`src/rtl/bg_tile_pkg.sv`:
```
// Shared constants and tile-word layout for the background tile renderer.
package bg_tile_pkg;

  localparam int TILE_W = 16;
  localparam int TILE_H = 16;
  localparam int UV_W   = $clog2(TILE_W);

  localparam int TILE_WORD_BITS = 9;
  localparam int PROPS_MSB = 8;
  localparam int PROPS_LSB = 6;
  localparam int SROW_MSB  = 5;
  localparam int SROW_LSB  = 3;
  localparam int SCOL_MSB  = 2;
  localparam int SCOL_LSB  = 0;

  localparam int PROP_VISIBLE = 2;
  localparam int PROP_VFLIP   = 1;
  localparam int PROP_HFLIP   = 0;

  localparam logic [11:0] DEF_KEY_COLOR = 12'hF0F;
  localparam logic [11:0] DEF_BG_COLOR  = 12'h6BF;

  typedef struct packed {
    logic [2:0] props;
    logic [2:0] sheet_row;
    logic [2:0] sheet_col;
  } tile_word_t;

  function automatic tile_word_t decode_tile(input logic [TILE_WORD_BITS-1:0] w);
    tile_word_t t;
    t.props     = w[PROPS_MSB:PROPS_LSB];
    t.sheet_row = w[SROW_MSB:SROW_LSB];
    t.sheet_col = w[SCOL_MSB:SCOL_LSB];
    return t;
  endfunction

endpackage

```
`src/rtl/tile_rom_addr_map.sv`:
```
// S1 of the renderer: applies tile flips to the in-tile texel position and
// registers the tile-sheet ROM address together with the tile's visible bit.
module tile_rom_addr_map
  import bg_tile_pkg::*;
(
  input  logic                      clk,
  input  logic                      reset_n,
  input  logic [TILE_WORD_BITS-1:0] tile_word_i,
  input  logic [UV_W-1:0]           u_i,
  input  logic [UV_W-1:0]           v_i,
  output logic [13:0]               rom_addr_o,
  output logic                      visible_o
);

  tile_word_t      tw;
  logic [UV_W-1:0] u_flip, v_flip;
  logic [13:0]     rom_addr_d, rom_addr_q;
  logic            visible_q;

  // Inverting a 4-bit coordinate is the same as 15 - coord.
  always_comb begin
    tw         = decode_tile(tile_word_i);
    u_flip     = tw.props[PROP_HFLIP] ? ~u_i : u_i;
    v_flip     = tw.props[PROP_VFLIP] ? ~v_i : v_i;
    rom_addr_d = {tw.sheet_row, v_flip, tw.sheet_col, u_flip};
  end

  always_ff @(posedge clk or negedge reset_n) begin
    if (!reset_n) begin
      rom_addr_q <= '0;
      visible_q  <= 1'b0;
    end else begin
      rom_addr_q <= rom_addr_d;
      visible_q  <= tw.props[PROP_VISIBLE];
    end
  end

  assign rom_addr_o = rom_addr_q;
  assign visible_o  = visible_q;

endmodule

```
`src/rtl/bg_tile_renderer.sv`:
```
// Three-stage background tile pixel pipeline: scroll + map lookup, texel fetch, colour select.
// Optional BG_TILE_GRID_EN draws a white grid on tile row/column 0 of visible pixels.
module bg_tile_renderer
  import bg_tile_pkg::*;
#(
  parameter int          TILE_COLS = 40,
  parameter int          TILE_ROWS = 30,
  parameter logic [11:0] BG_COLOR  = DEF_BG_COLOR,
  parameter logic [11:0] KEY_COLOR = DEF_KEY_COLOR
) (
  input  logic        clk,
  input  logic        reset_n,
  input  logic        video_on,
  input  logic [9:0]  x,
  input  logic [9:0]  y,
  input  logic [3:0]  bg_x_offset,
  output logic [15:0] bg_rd_addr,
  input  logic [31:0] bg_rd_data,
  output logic [13:0] tile_rom_addr,
  input  logic [11:0] tile_rom_data,
  output logic [11:0] rgb,
  output logic        bg_opaque
);

  logic [10:0]     px;
  logic [6:0]      col_raw, col;
  logic [15:0]     bg_rd_addr_d, bg_rd_addr_q;
  logic [UV_W-1:0] u0_q, v0_q;
  logic [1:0]      vld_pipe;
  logic            visible1;
  logic [11:0]     rgb_d, rgb_q;
  logic            opaque_d, opaque_q;

  // Rows never wrap, so the row count only documents the map size.
  logic unused_ok;
  assign unused_ok = ^{bg_rd_data[31:TILE_WORD_BITS], 16'(TILE_ROWS)};

  // S0: scrolled column with a single wrap back into the map.
  always_comb begin
    px           = {1'b0, x} + {7'd0, bg_x_offset};
    col_raw      = px[10:4];
    col          = (col_raw >= 7'(TILE_COLS)) ? col_raw - 7'(TILE_COLS) : col_raw;
    bg_rd_addr_d = video_on ? 16'(y[9:4]) * 16'(TILE_COLS) + 16'(col) : '0;
  end

  always_ff @(posedge clk or negedge reset_n) begin
    if (!reset_n) begin
      bg_rd_addr_q <= '0;
      u0_q         <= '0;
      v0_q         <= '0;
      vld_pipe     <= '0;
    end else begin
      bg_rd_addr_q <= bg_rd_addr_d;
      u0_q         <= px[UV_W-1:0];
      v0_q         <= y[UV_W-1:0];
      vld_pipe     <= {vld_pipe[0], video_on};
    end
  end

  tile_rom_addr_map u_map (
    .clk         (clk),
    .reset_n     (reset_n),
    .tile_word_i (bg_rd_data[TILE_WORD_BITS-1:0]),
    .u_i         (u0_q),
    .v_i         (v0_q),
    .rom_addr_o  (tile_rom_addr),
    .visible_o   (visible1)
  );

`ifdef BG_TILE_GRID_EN
  logic grid1_q;
  always_ff @(posedge clk or negedge reset_n) begin
    if (!reset_n) grid1_q <= 1'b0;
    else          grid1_q <= (u0_q == '0) || (v0_q == '0);
  end
`endif

  // S2: colour select on the arriving texel.
  always_comb begin
    rgb_d    = '0;
    opaque_d = 1'b0;
    if (vld_pipe[1]) begin
`ifdef BG_TILE_GRID_EN
      if (grid1_q) begin
        rgb_d    = 12'hFFF;
        opaque_d = 1'b1;
      end else
`endif
      if (!visible1 || tile_rom_data == KEY_COLOR) begin
        rgb_d = BG_COLOR;
      end else begin
        rgb_d    = tile_rom_data;
        opaque_d = 1'b1;
      end
    end
  end

  always_ff @(posedge clk or negedge reset_n) begin
    if (!reset_n) begin
      rgb_q    <= '0;
      opaque_q <= 1'b0;
    end else begin
      rgb_q    <= rgb_d;
      opaque_q <= opaque_d;
    end
  end

  assign bg_rd_addr = bg_rd_addr_q;
  assign rgb        = rgb_q;
  assign bg_opaque  = opaque_q;

endmodule

```
`config.mk`:
```
export PLATFORM = sky130hd
export DESIGN_NAME = bg_tile_renderer
export DESIGN_NICKNAME = d
export VERILOG_FILES = /design/src/rtl/bg_tile_pkg.sv /design/src/rtl/tile_rom_addr_map.sv /design/src/rtl/bg_tile_renderer.sv
export SDC_FILE = /design/constraint.sdc
export NUM_CORES = 1
export LEC_CHECK = 0
export CAP_MARGIN = 20
export CORE_MARGIN = 2
export CORE_UTILIZATION = 41
export CTS_CLUSTER_SIZE = 25
export DETAILED_ROUTE_END_ITERATION = 16
export PLACE_DENSITY = 0.81
export SETUP_SLACK_MARGIN = 0.4
export SYNTH_ARGS = -nofsm -noshare
export SYNTH_HDL_FRONTEND = slang
export SYNTH_SLANG_ARGS = --single-unit
export TNS_END_PERCENT = 20
```
`constraint.sdc`:
```
create_clock -name clk -period 1.3 [get_ports clk]
set_input_delay 0.26 -clock clk [delete_from_list [all_inputs] [get_ports clk]]
set_output_delay 0.26 -clock clk [all_outputs]
set_load 0.02 [all_outputs]
```
# Yosys cells after proc, flatten, opt, wreduce, memory -nomap -nowiden
# Cells that the tools add are included.
[op_classes]
n_addsub = 3
n_mul = 1
order_cmp = 1
n_eq_ne = 1
n_mux = 8
bitwise = 2
reduce_logical = 2
[op_table]
columns = ["operator", "count"]
rows = [
  ["12-bit 2-to-1 mux", 2],
  ["12-bit by 7-bit adder with 13-bit output", 1],
  ["13-bit 2-to-1 mux", 1],
  ["12-bit equality test, second input constant", 1],
  ["10-bit by 4-bit adder with 11-bit output", 1],
  ["6-bit by 3-bit multiplier with 9-bit output, second input constant", 1],
  ["4-bit 2-to-1 mux", 2],
  ["4-bit inverter", 2],
  ["7-bit by 6-bit greater-or-equal comparator with 1-bit output, second input constant", 1],
  ["7-bit 2-to-1 mux", 1],
  ["7-bit by 6-bit subtractor with 7-bit output, second input constant", 1],
  ["1-bit 2-to-1 mux", 2],
  ["1-bit zero test", 1],
  ["1-bit logical OR", 1],
]
[totals]
register_bits = 51
in_bits = 71
output_inout_bits = 43
word_cells = 26

# Longest topological paths before layout
# Gate-level depths: netlist (run 1).
[depth]
word_depth = 5
mapped_depth = 17
mapped_depth_nobuf = 17

# Modules after synthesis
# A second synthesis (run 1) with hierarchy kept.
[unflattened]
hier_cells = 210
area_unflattened_um2 = 2423.6
[modules_own_cells]
columns = ["mod", "n_inst", "cells_per_inst", "area_each_um2", "seq_area_each_um2"]
rows = [
  ["bg_tile_renderer", 1, 187, 1978.1, 900.9],
  ["tile_rom_addr_map", 1, 23, 445.4, 375.4],
]

# Least setup slack after synthesis (run 1)
# OpenSTA, ideal clock, no wires.
[synth_timing]
kind = "input to register"
from = "input x[0]"
to = "register bg_rd_addr_q[9], in the netlist bg_rd_addr[9]"
setup_ps = 124
arrival_time_ps = 3450
required_ps = 1176
slack_ps = -2274
cell_stages = 17
path_buffers = 0
cell_sequence = "ha_1 fa_1 a211oi_1 nor3_1 xnor2_1 ha_1 inv_1 a31oi_1 o21bai_2 xnor2_1 ha_1 fa_1 a21o_1 a21oi_1 or3_1 xor2_1 nor2_1"
[synth_via]
elab_chain_cells = 5
elab_cells_between_ends = 6
classes_between = "3 x add/sub; 1 x order compare; 2 x mux"
[synth_rtl]
columns = ["item", "line", "source"]
rows = [
  ["from (decl)", "bg_tile_renderer.sv:14", "input logic [9:0] x,"],
  ["10-bit by 4-bit adder with 11-bit output *", "bg_tile_renderer.sv:40", "px = {1'b0, x} + {7'd0, bg_x_offset};"],
  ["7-bit by 6-bit subtractor with 7-bit output or 7-bit by 6-bit greater-or-equal comparator with 1-bit output (tied branches)", "bg_tile_renderer.sv:42", "col = (col_raw >= 7'(TILE_COLS)) ? col_raw - 7'(TILE_COLS) : col_raw;"],
  ["7-bit 2-to-1 mux *", "bg_tile_renderer.sv:42", ""],
  ["12-bit by 7-bit adder with 13-bit output *", "bg_tile_renderer.sv:43", "bg_rd_addr_d = video_on ? 16'(y[9:4]) * 16'(TILE_COLS) + 16'(col) : '0;"],
  ["13-bit 2-to-1 mux *", "bg_tile_renderer.sv:43", ""],
  ["named net bg_rd_addr_d[9]", "bg_tile_renderer.sv:27", "logic [15:0] bg_rd_addr_d, bg_rd_addr_q;"],
  ["to (signal assigned)", "bg_tile_renderer.sv:53", "bg_rd_addr_q <= bg_rd_addr_d;"],
  ["to (decl)", "bg_tile_renderer.sv:27", ""],
]
# Mark *: on every way through the listed nets, which the timed path passes. The rest lies on a longest branch.

# Worst setup path in the final report (run 1)
[layout_timing]
from = "input bg_x_offset[0]"
to = "register bg_rd_addr_q[9], in the netlist bg_rd_addr[9]"
[layout_via]
elab_chain_cells = 5
elab_cells_between_ends = 6
classes_between = "3 x add/sub; 1 x order compare; 2 x mux"
[layout_rtl]
columns = ["item", "line", "source"]
rows = [
  ["from (decl)", "bg_tile_renderer.sv:16", "input logic [3:0] bg_x_offset,"],
  ["10-bit by 4-bit adder with 11-bit output *", "bg_tile_renderer.sv:40", ""],
  ["7-bit by 6-bit subtractor with 7-bit output or 7-bit by 6-bit greater-or-equal comparator with 1-bit output (tied branches)", "bg_tile_renderer.sv:42", ""],
  ["7-bit 2-to-1 mux *", "bg_tile_renderer.sv:42", ""],
  ["12-bit by 7-bit adder with 13-bit output *", "bg_tile_renderer.sv:43", ""],
  ["13-bit 2-to-1 mux *", "bg_tile_renderer.sv:43", ""],
  ["named net bg_rd_addr_d[9]", "bg_tile_renderer.sv:27", ""],
]
# Marks and branches as above.

==> results of run 1 <==
## state kept, by name (all words and copies together) (netlist names)
name and count:
u_map.rom_addr_o 14, bg_rd_addr 13, rgb 12, u0_q 4
v0_q 4, vld_pipe 2, bg_opaque 1, u_map.visible_o 1
## layer usage
| metal | wire, um | vias up | GRT usage [%] |
|---|---|---|---|
| li1 | - | 981 | - |
| met4 | 179 | 0 | 6.10 |
| met5 | 0 | - | 0 |
| met3 | 623 | 16 | 5.17 |
| met2 | 4270 | 108 | 46.0 |
| met1 | 3180 | 1100 | 26.3 |
## placed cells by master (no fill, tap or decap), types with 3 or more instances in the layout
cell type and instances:
sky130_fd_sc_hd__buf_4 51, sky130_fd_sc_hd__buf_6 51, sky130_fd_sc_hd__xnor2_2 5, sky130_fd_sc_hd__inv_1 10, sky130_fd_sc_hd__dlymetal6s2s_1 4, sky130_fd_sc_hd__a21o_1 6, sky130_fd_sc_hd__nor2_2 3, sky130_fd_sc_hd__xor2_1 14
sky130_fd_sc_hd__buf_2 4, sky130_fd_sc_hd__dfrtp_1 51, sky130_fd_sc_hd__ha_4 4, sky130_fd_sc_hd__o211ai_1 3, sky130_fd_sc_hd__ha_1 11, sky130_fd_sc_hd__xnor2_1 4, sky130_fd_sc_hd__a21oi_1 6, sky130_fd_sc_hd__and2_1 3
sky130_fd_sc_hd__clkbuf_8 5, sky130_fd_sc_hd__inv_2 5, sky130_fd_sc_hd__a21oi_2 6, sky130_fd_sc_hd__conb_1 4, sky130_fd_sc_hd__clkdlybuf4s50_1 26, sky130_fd_sc_hd__clkbuf_2 4, sky130_fd_sc_hd__nor2_1 16
## per-stage QoR
stage                     instances  worst slack [ps]
after global routing            427             -2330
after global placement          406             -2610
after detailed placement        406             -2760
after CTS                       421             -1970
final                           427             -2240
after floorplan                 203             -2100
## cell type report
class	instances	area, sq um	share of cell area (%)
multi-input cells	132	1280	30.5
well taps	72	90.1	2.15
flip-flops and latches	51	1280	30.5
inverters	17	66.3	1.58
clock inverters	3	20.0	0.478
clock buffers	5	68.8	1.64
repair buffers	147	1390	33.2
## power groups by stage
stage / clock [mW] / combinational, mW / sequential (mW)
floorplan: 0 / 0.424 / 1.98
global placement: 0 / 1.27 / 1.82
detailed placement: 0 / 1.31 / 1.83
CTS: 0.874 / 1.46 / 1.82
global route: 1.01 / 1.70 / 1.85
finish: 0.912 / 1.61 / 1.84
## timing repair
item,in CTS,in global routing
hold buffers,1,0
gates cloned,0,0
buffers inserted,6,6
endpoints found under the hold margin,51,0
setup endpoints to repair,63,64
resized for setup,307,41
pin swaps,37,31
## path summary, 6_finish.rpt
path                                 start                    to  slack [ps]  depth (start not counted)
min in group asynchronous          reset_n  u_map.rom_addr_o[11]         480                          3
min                                   x[0]               u0_q[0]         160                          2
max                         bg_x_offset[0]         bg_rd_addr[9]       -2240                         16
min reg2reg                    vld_pipe[0]           vld_pipe[1]         370                          0
max in group asynchronous          reset_n  u_map.rom_addr_o[10]         580                          3
max reg2reg                u_map.visible_o                rgb[6]          30                          3
## cells by family after synthesis
logic type | count (synthesis) | share of synthesized area, %
AOI/OAI and AO/OA | 37 | 11.3
xor gates and xnor gates | 23 | 8.76
adders and majority gates | 20 | 11.4
buffers and inverters | 20 | 3.62
DFF | 51 | 53.5
muxes | 4 | 1.73
other | 1 | 0.157
and+or+nand+nor | 44 | 9.49
==> flow_metrics.py, run 1 <==
metrics = {
    "setup_path": {
        "crit_path_end_kind": "flop",
        "cp-start-kind": "input pin",
        "critPathBufInv": 2,
        "cp.required_ps": 1500,
        "maximum_net_fanout_on_the_critical_path": 3,
        "timing.critical_path.cells": "buf_6, ha_4, fa_2, a211o_2, a21o_2, a222oi_1, a31oi_2, o21bai_2, mux2i_2, buf_4, fa_2, a21o_1, a21oi_2, or3_4, xor2_1, nor2_1",
        "cp_slowest_stage_delay_ps": 410,
        "crit_top_cell": "sky130_fd_sc_hd__fa_2",
        "slowest_stage": "sky130_fd_sc_hd__fa_2",
        "timing_worst_setup_path_type": "input pin to flop",
        "arrival_ps": 3740,
        "critical_path.top_delay_family": "compound AO/OA/AOI/OAI gates",
    },
    "synth": {
        "ys_ff_latch": 51,
        "post_synth_most_frequent_cells": "sky130_fd_sc_hd__dfrtp_1, sky130_fd_sc_hd__nor2_1, sky130_fd_sc_hd__ha_1",
        "synth-main-ff-cell": "sky130_fd_sc_hd__dfrtp_1",
        "synth_enable_flop_cells": 0,
        "post_synth_instance_area_sq_mm": 0.00239,
        "most_frequent_cell_after_synthesis": "sky130_fd_sc_hd__dfrtp_1",
        "synth.area.top_cells": "sky130_fd_sc_hd__dfrtp_1, sky130_fd_sc_hd__ha_1, sky130_fd_sc_hd__xor2_1",
        "synthesis.yosys.warnings": 0,
        "synthArstFlopShare_pct": 100,
        "post-synth-top-area-fraction_pct": 53.5,
        "synth_sequential_area_ratio_pct": 53.5,
        "postSynthAreaPerCell_sq_um": 11.9,
        "library_cell_with_the_largest_summed_area_after_synthesis": "sky130_fd_sc_hd__dfrtp_1",
        "number_of_distinct_standard_cells_referenced_by_the_synthesized_netlist": 45,
        "postSynthCellCount": 200,
    },
    "timing": {
        "timing.final.ws_setup_ps": -2240,
        "final.setup_skew_ps": 15.7,
        "fin_crit_sh_pct": 273,
        "slew_violations": 0,
        "finalSetupViolCount": 17,
        "hold_viol_final": 0,
        "clock.fmax_ghz": 0.282,
        "rsz0062_at_grt": "yes",
        "worst_hold_slack_ps": 164,
        "fin_crit_ps": 3540,
        "fin_tns_setup_ps": -18960,
    },
    "outcome": {
        "run_status": "finished with violations",
        "violations_in_the_final_reports": "negative setup slack",
    },
    "floorplan": {
        "die_w_um": 80.3,
        "dieHeight_um": 80.3,
        "number_of_rows_created_at_floorplan": 27,
        "floorplan.core_area_sq_mm": 0.00557,
        "floorplan.initialDensity_pct": 42.8,
        "dieArea_sq_mm": 0.00645,
        "io_pins": 114,
    },
    "place": {
        "detailed_placement_hpwl_um": 5010,
        "gp_routability_congestion": 0.818,
        "detailed_place.area_sq_mm": 0.00373,
        "io_buffers": 87,
    },
    "global_route": {
        "number_of_global_route_vias_before_repair": 2240,
        "global_route.overflow_total": 0,
        "track_usage_pct": 23.9,
        "grt_antenna_before_repair": 0,
        "pin_count_of_the_biggest_net_entering_global_routing": 52,
        "wire_length_of_the_first_global_routing_pass_um": 11500,
    },
    "clocking": {
        "clk_pin_slew_worst_paths_ps": 100,
        "clkSinkCount": 51,
        "numCtsBuffers": 5,
        "cts_tree": "done",
        "cts_max_level": 2,
        "cts-root-to-sink-buffers": 2,
        "insertion_delay_ps": 310,
        "clockRootBuffer": "sky130_fd_sc_hd__clkbuf_8",
    },
    "final_layout": {
        "finalInstanceArea_sq_mm": 0.00419,
        "drive_above_1_share_pct": 48.7,
        "syn_to_final_growth_pct": 75.6,
        "layout.nets": 445,
        "antenna_cells": 0,
        "fin_util_pct": 75.2,
        "fillCellCount": 321,
    },
    "power_and_ir_drop": {
        "comb_power_share_pct": 36.8,
        "clock_power_share_pct": 20.9,
        "power.internal_mw": 2.97,
        "vdd_ir_drop_max_uv": 618,
        "p_switching_mw": 1.38,
        "power-per-cell-area_mw_per_mm2": 1040,
        "power.share.switching_pct": 31.7,
        "totalPowerFinal_mw": 4.36,
        "power_leakage_nw": 2.07,
        "pwr-share-seq_pct": 42.2,
    },
    "drt": {
        "detail_route.iter0.violations": 120,
        "route.antenna.remaining_nets": 0,
        "route.detailed.drc": 0,
        "via_count": 2205,
        "wl_per_cell_um": 19.3,
        "detail_route.first_pass.iterations": 4,
        "postRouteWirelength_um": 8250,
        "via_per_inst": 5.16,
    },
    "hold_path": {
        "holdCritPathClass": "input pin to flop",
    },
    "flow_run": {
        "maxcap_viol_count": 0,
    },
}
Power figures use the tool's default switching activity.
==> run 2: changes to the inputs <==
--- a/config.mk
+++ b/config.mk
@@ -11,6 +11,7 @@
 export CTS_CLUSTER_SIZE = 25
 export DETAILED_ROUTE_END_ITERATION = 16
 export PLACE_DENSITY = 0.81
+export RECOVER_POWER = 50
 export SETUP_SLACK_MARGIN = 0.4
 export SYNTH_ARGS = -nofsm -noshare
 export SYNTH_HDL_FRONTEND = slang
==> results of run 2 <==
The final DEF is identical to that of run 1; final timing and power are the same.
==> run 3: changes to the inputs <==
--- a/config.mk
+++ b/config.mk
@@ -10,8 +10,8 @@
 export CORE_UTILIZATION = 41
 export CTS_CLUSTER_SIZE = 25
 export DETAILED_ROUTE_END_ITERATION = 16
+export GPL_TIMING_DRIVEN = 0
 export PLACE_DENSITY = 0.81
-export RECOVER_POWER = 50
 export SETUP_SLACK_MARGIN = 0.4
 export SYNTH_ARGS = -nofsm -noshare
 export SYNTH_HDL_FRONTEND = slang
==> run 3 against run 2 <==
Net effect:
- the run ends with negative hold slack, negative setup slack left
- non-clock buffer count down 38
- final area down 7.8%
- utilization down 5.8 points
- combinational power down 15%
- critical path type unchanged
- largest power group unchanged
- highest routed layer unchanged
==> flow_metrics.py, run 3 (synthesis gave the netlist of run 1 again) <==
metrics = {
    "timing": {
        "fin_crit_ps": 3380,
        "finalSetupViolCount": 12,
        "fin_crit_sh_pct": 260,
        "final.setup_skew_ps": 5.72,
        "maxSlewHeadroom_pct": 60.4,
        "timing.final.ws_setup_ps": -2080,
        "clock.fmax_ghz": 0.296,
        "rsz0062_at_grt": "yes",
        "worst_pin_slew_ps": 588,
        "hold_viol_final": 14,
        "worst_hold_slack_ps": -150,
        "slew_violations": 0,
    },
    "place": {
        "numPlacedInstances": 363,
        "gp_routability_congestion": 0.790,
        "detailed_place.area_sq_mm": 0.00341,
        "io_buffers": 87,
        "detailed_placement_hpwl_um": 4130,
    },
    "floorplan": {
        "floorplan.initialDensity_pct": 42.8,
        "dieHeight_um": 80.3,
        "die_w_um": 80.3,
        "floorplan.core_area_sq_mm": 0.00557,
        "io_pins": 114,
        "dieArea_sq_mm": 0.00645,
        "number_of_rows_created_at_floorplan": 27,
    },
    "clocking": {
        "cts_tree": "done",
        "cts_max_level": 2,
        "cts-root-to-sink-buffers": 2,
        "clockRootBuffer": "sky130_fd_sc_hd__clkbuf_8",
        "clk_pin_slew_worst_paths_ps": 90,
        "numCtsBuffers": 5,
        "clkSinkCount": 51,
        "insertion_delay_ps": 310,
    },
    "global_route": {
        "pin_count_of_the_biggest_net_entering_global_routing": 38,
        "global_route.overflow_total": 0,
        "globalRoute.busiestLayer": "met2",
        "number_of_global_route_vias_before_repair": 1920,
        "grt.met1_usage_pct": 20.9,
        "grt_antenna_before_repair": 0,
        "wire_length_of_the_first_global_routing_pass_um": 9400,
        "grtUsageMet2_pct": 34.4,
        "met3_usage_pct": 5.96,
        "track_usage_pct": 19.1,
    },
    "final_layout": {
        "fin_util_pct": 69.3,
        "fillCellCount": 358,
        "finalNonFillerCells": 389,
        "largest_reg_flops": 14,
        "finalInstanceArea_sq_mm": 0.00386,
        "layout.nets": 407,
        "syn_to_final_growth_pct": 61.9,
        "final_common_cell": "sky130_fd_sc_hd__buf_6",
        "drive_above_1_share_pct": 40.7,
        "antenna_cells": 0,
        "area_of_the_multi_input_gates_sq_mm": 0.00124,
        "most-common-layout-cells": "sky130_fd_sc_hd__buf_6, sky130_fd_sc_hd__dfrtp_1, sky130_fd_sc_hd__clkdlybuf4s50_1",
        "seqCellArea_sq_mm": 0.00128,
    },
    "setup_path": {
        "cp.required_ps": 1530,
        "cp_slowest_stage_delay_ps": 370,
        "critical_path.top_delay_family": "compound AO/OA/AOI/OAI gates",
        "timing.critical_path.cells": "clkdlybuf4s15_2, ha_4, a211o_4, a311o_1, o211ai_2, inv_2, ha_2, inv_2, a31oi_1, o21bai_2, mux2i_2, ha_1, a21o_1, a21o_1, a21oi_2, nor2_1, xor2_1, nor2_1",
        "cp-start-kind": "input pin",
        "maximum_net_fanout_on_the_critical_path": 3,
        "timing_worst_setup_path_type": "input pin to flop",
        "crit_path_end_kind": "flop",
        "slowest_stage": "sky130_fd_sc_hd__a311o_1",
        "arrival_ps": 3610,
        "critPathBufInv": 3,
    },
    "drt": {
        "route.antenna.remaining_nets": 0,
        "detail_route.iter0.violations": 78,
        "via_per_inst": 5.05,
        "wl_per_cell_um": 17.0,
        "postRouteWirelength_um": 6630,
        "via_count": 1964,
        "route.detailed.drc": 0,
        "detail_route.first_pass.iterations": 4,
    },
    "power_and_ir_drop": {
        "vdd_ir_drop_max_uv": 577,
        "power-per-cell-area_mw_per_mm2": 1060,
        "power_leakage_nw": 1.84,
    },
    "hold_path": {
        "holdCritPathClass": "input pin to asynchronous set/reset pin",
    },
    "flow_run": {
        "maxcap_viol_count": 0,
    },
    "outcome": {
        "run_status": "finished with violations",
        "violations_in_the_final_reports": "negative hold slack, negative setup slack",
    },
}
-- run 3: repair_timing --
| action | CTS | global route |
|---|---|---|
| endpoints found under the setup margin | 62 | 67 |
| pin swaps | 37 | 22 |
| cloned | 0 | 0 |
| buffers inserted | 15 | 3 |
| resized for setup | 77 | 226 |
| endpoints found under the hold margin | 14 | 14 |
-- run 3: stage by stage --
step                total power [mW]  hold slack [ps]  setup slack (ps)  TNS, ps
CTS                             3.91             -140             -2080   -24880
global placement                2.92              335             -2840   -98910
detailed placement              2.97              188             -2920   -31420
finish                          4.08             -150             -2080   -16700
floorplan                       2.41            -35.6             -2100   -17930
global route                    4.31             -144             -2310   -18550
-- run 3: layout make-up --
| cell class | count | share of cell area (%) |
|---|---|---|
| Clock inverter | 2 | 0.324 |
| Sequential cell | 51 | 33.0 |
| Inverter | 17 | 1.81 |
| Buffer | 3 | 0.583 |
| Clock buffer | 6 | 1.88 |
| Multi-Input combinational cell | 132 | 32.0 |
| Tap cell | 72 | 2.33 |
| Timing Repair Buffer | 106 | 28.0 |
-- run 3: path summary, 6_finish.rpt --
kind                                  from              to  slack, ps  cells past startpoint
max in group asynchronous          reset_n  bg_rd_addr[12]        950                      2
hold / removal                     reset_n         rgb[10]       -150                      1
hold reg to reg                vld_pipe[0]     vld_pipe[1]        360                      0
setup reg to reg           u_map.visible_o          rgb[5]         60                      4
min in group clk                      x[0]         u0_q[0]        170                      2
setup / recovery            bg_x_offset[1]   bg_rd_addr[8]      -2080                     18
-- run 3: worst register-to-register path, delay by kind of cell, from the launching register on --
family | cells | cell delay, ps
AOI/OAI and AO/OA | 1 | 160
buffers and inverters | 1 | 160
DFF | 1 | 630
and+or+nand+nor | 2 | 180
-- run 3: routing by layer --
layer | share of wire, % | vias up
met5 | 0 | -
met1 | 38 | 940
li1 | - | 910
met3 | 8.0 | 20
met4 | 2.9 | 0
met2 | 51 | 94
-- run 3: report_power, final --
part	total, mW	internal [mW]	switching, mW
clock	0.877	0.376	0.500
sequential	1.83	1.74	0.0923
combinational	1.37	0.709	0.658
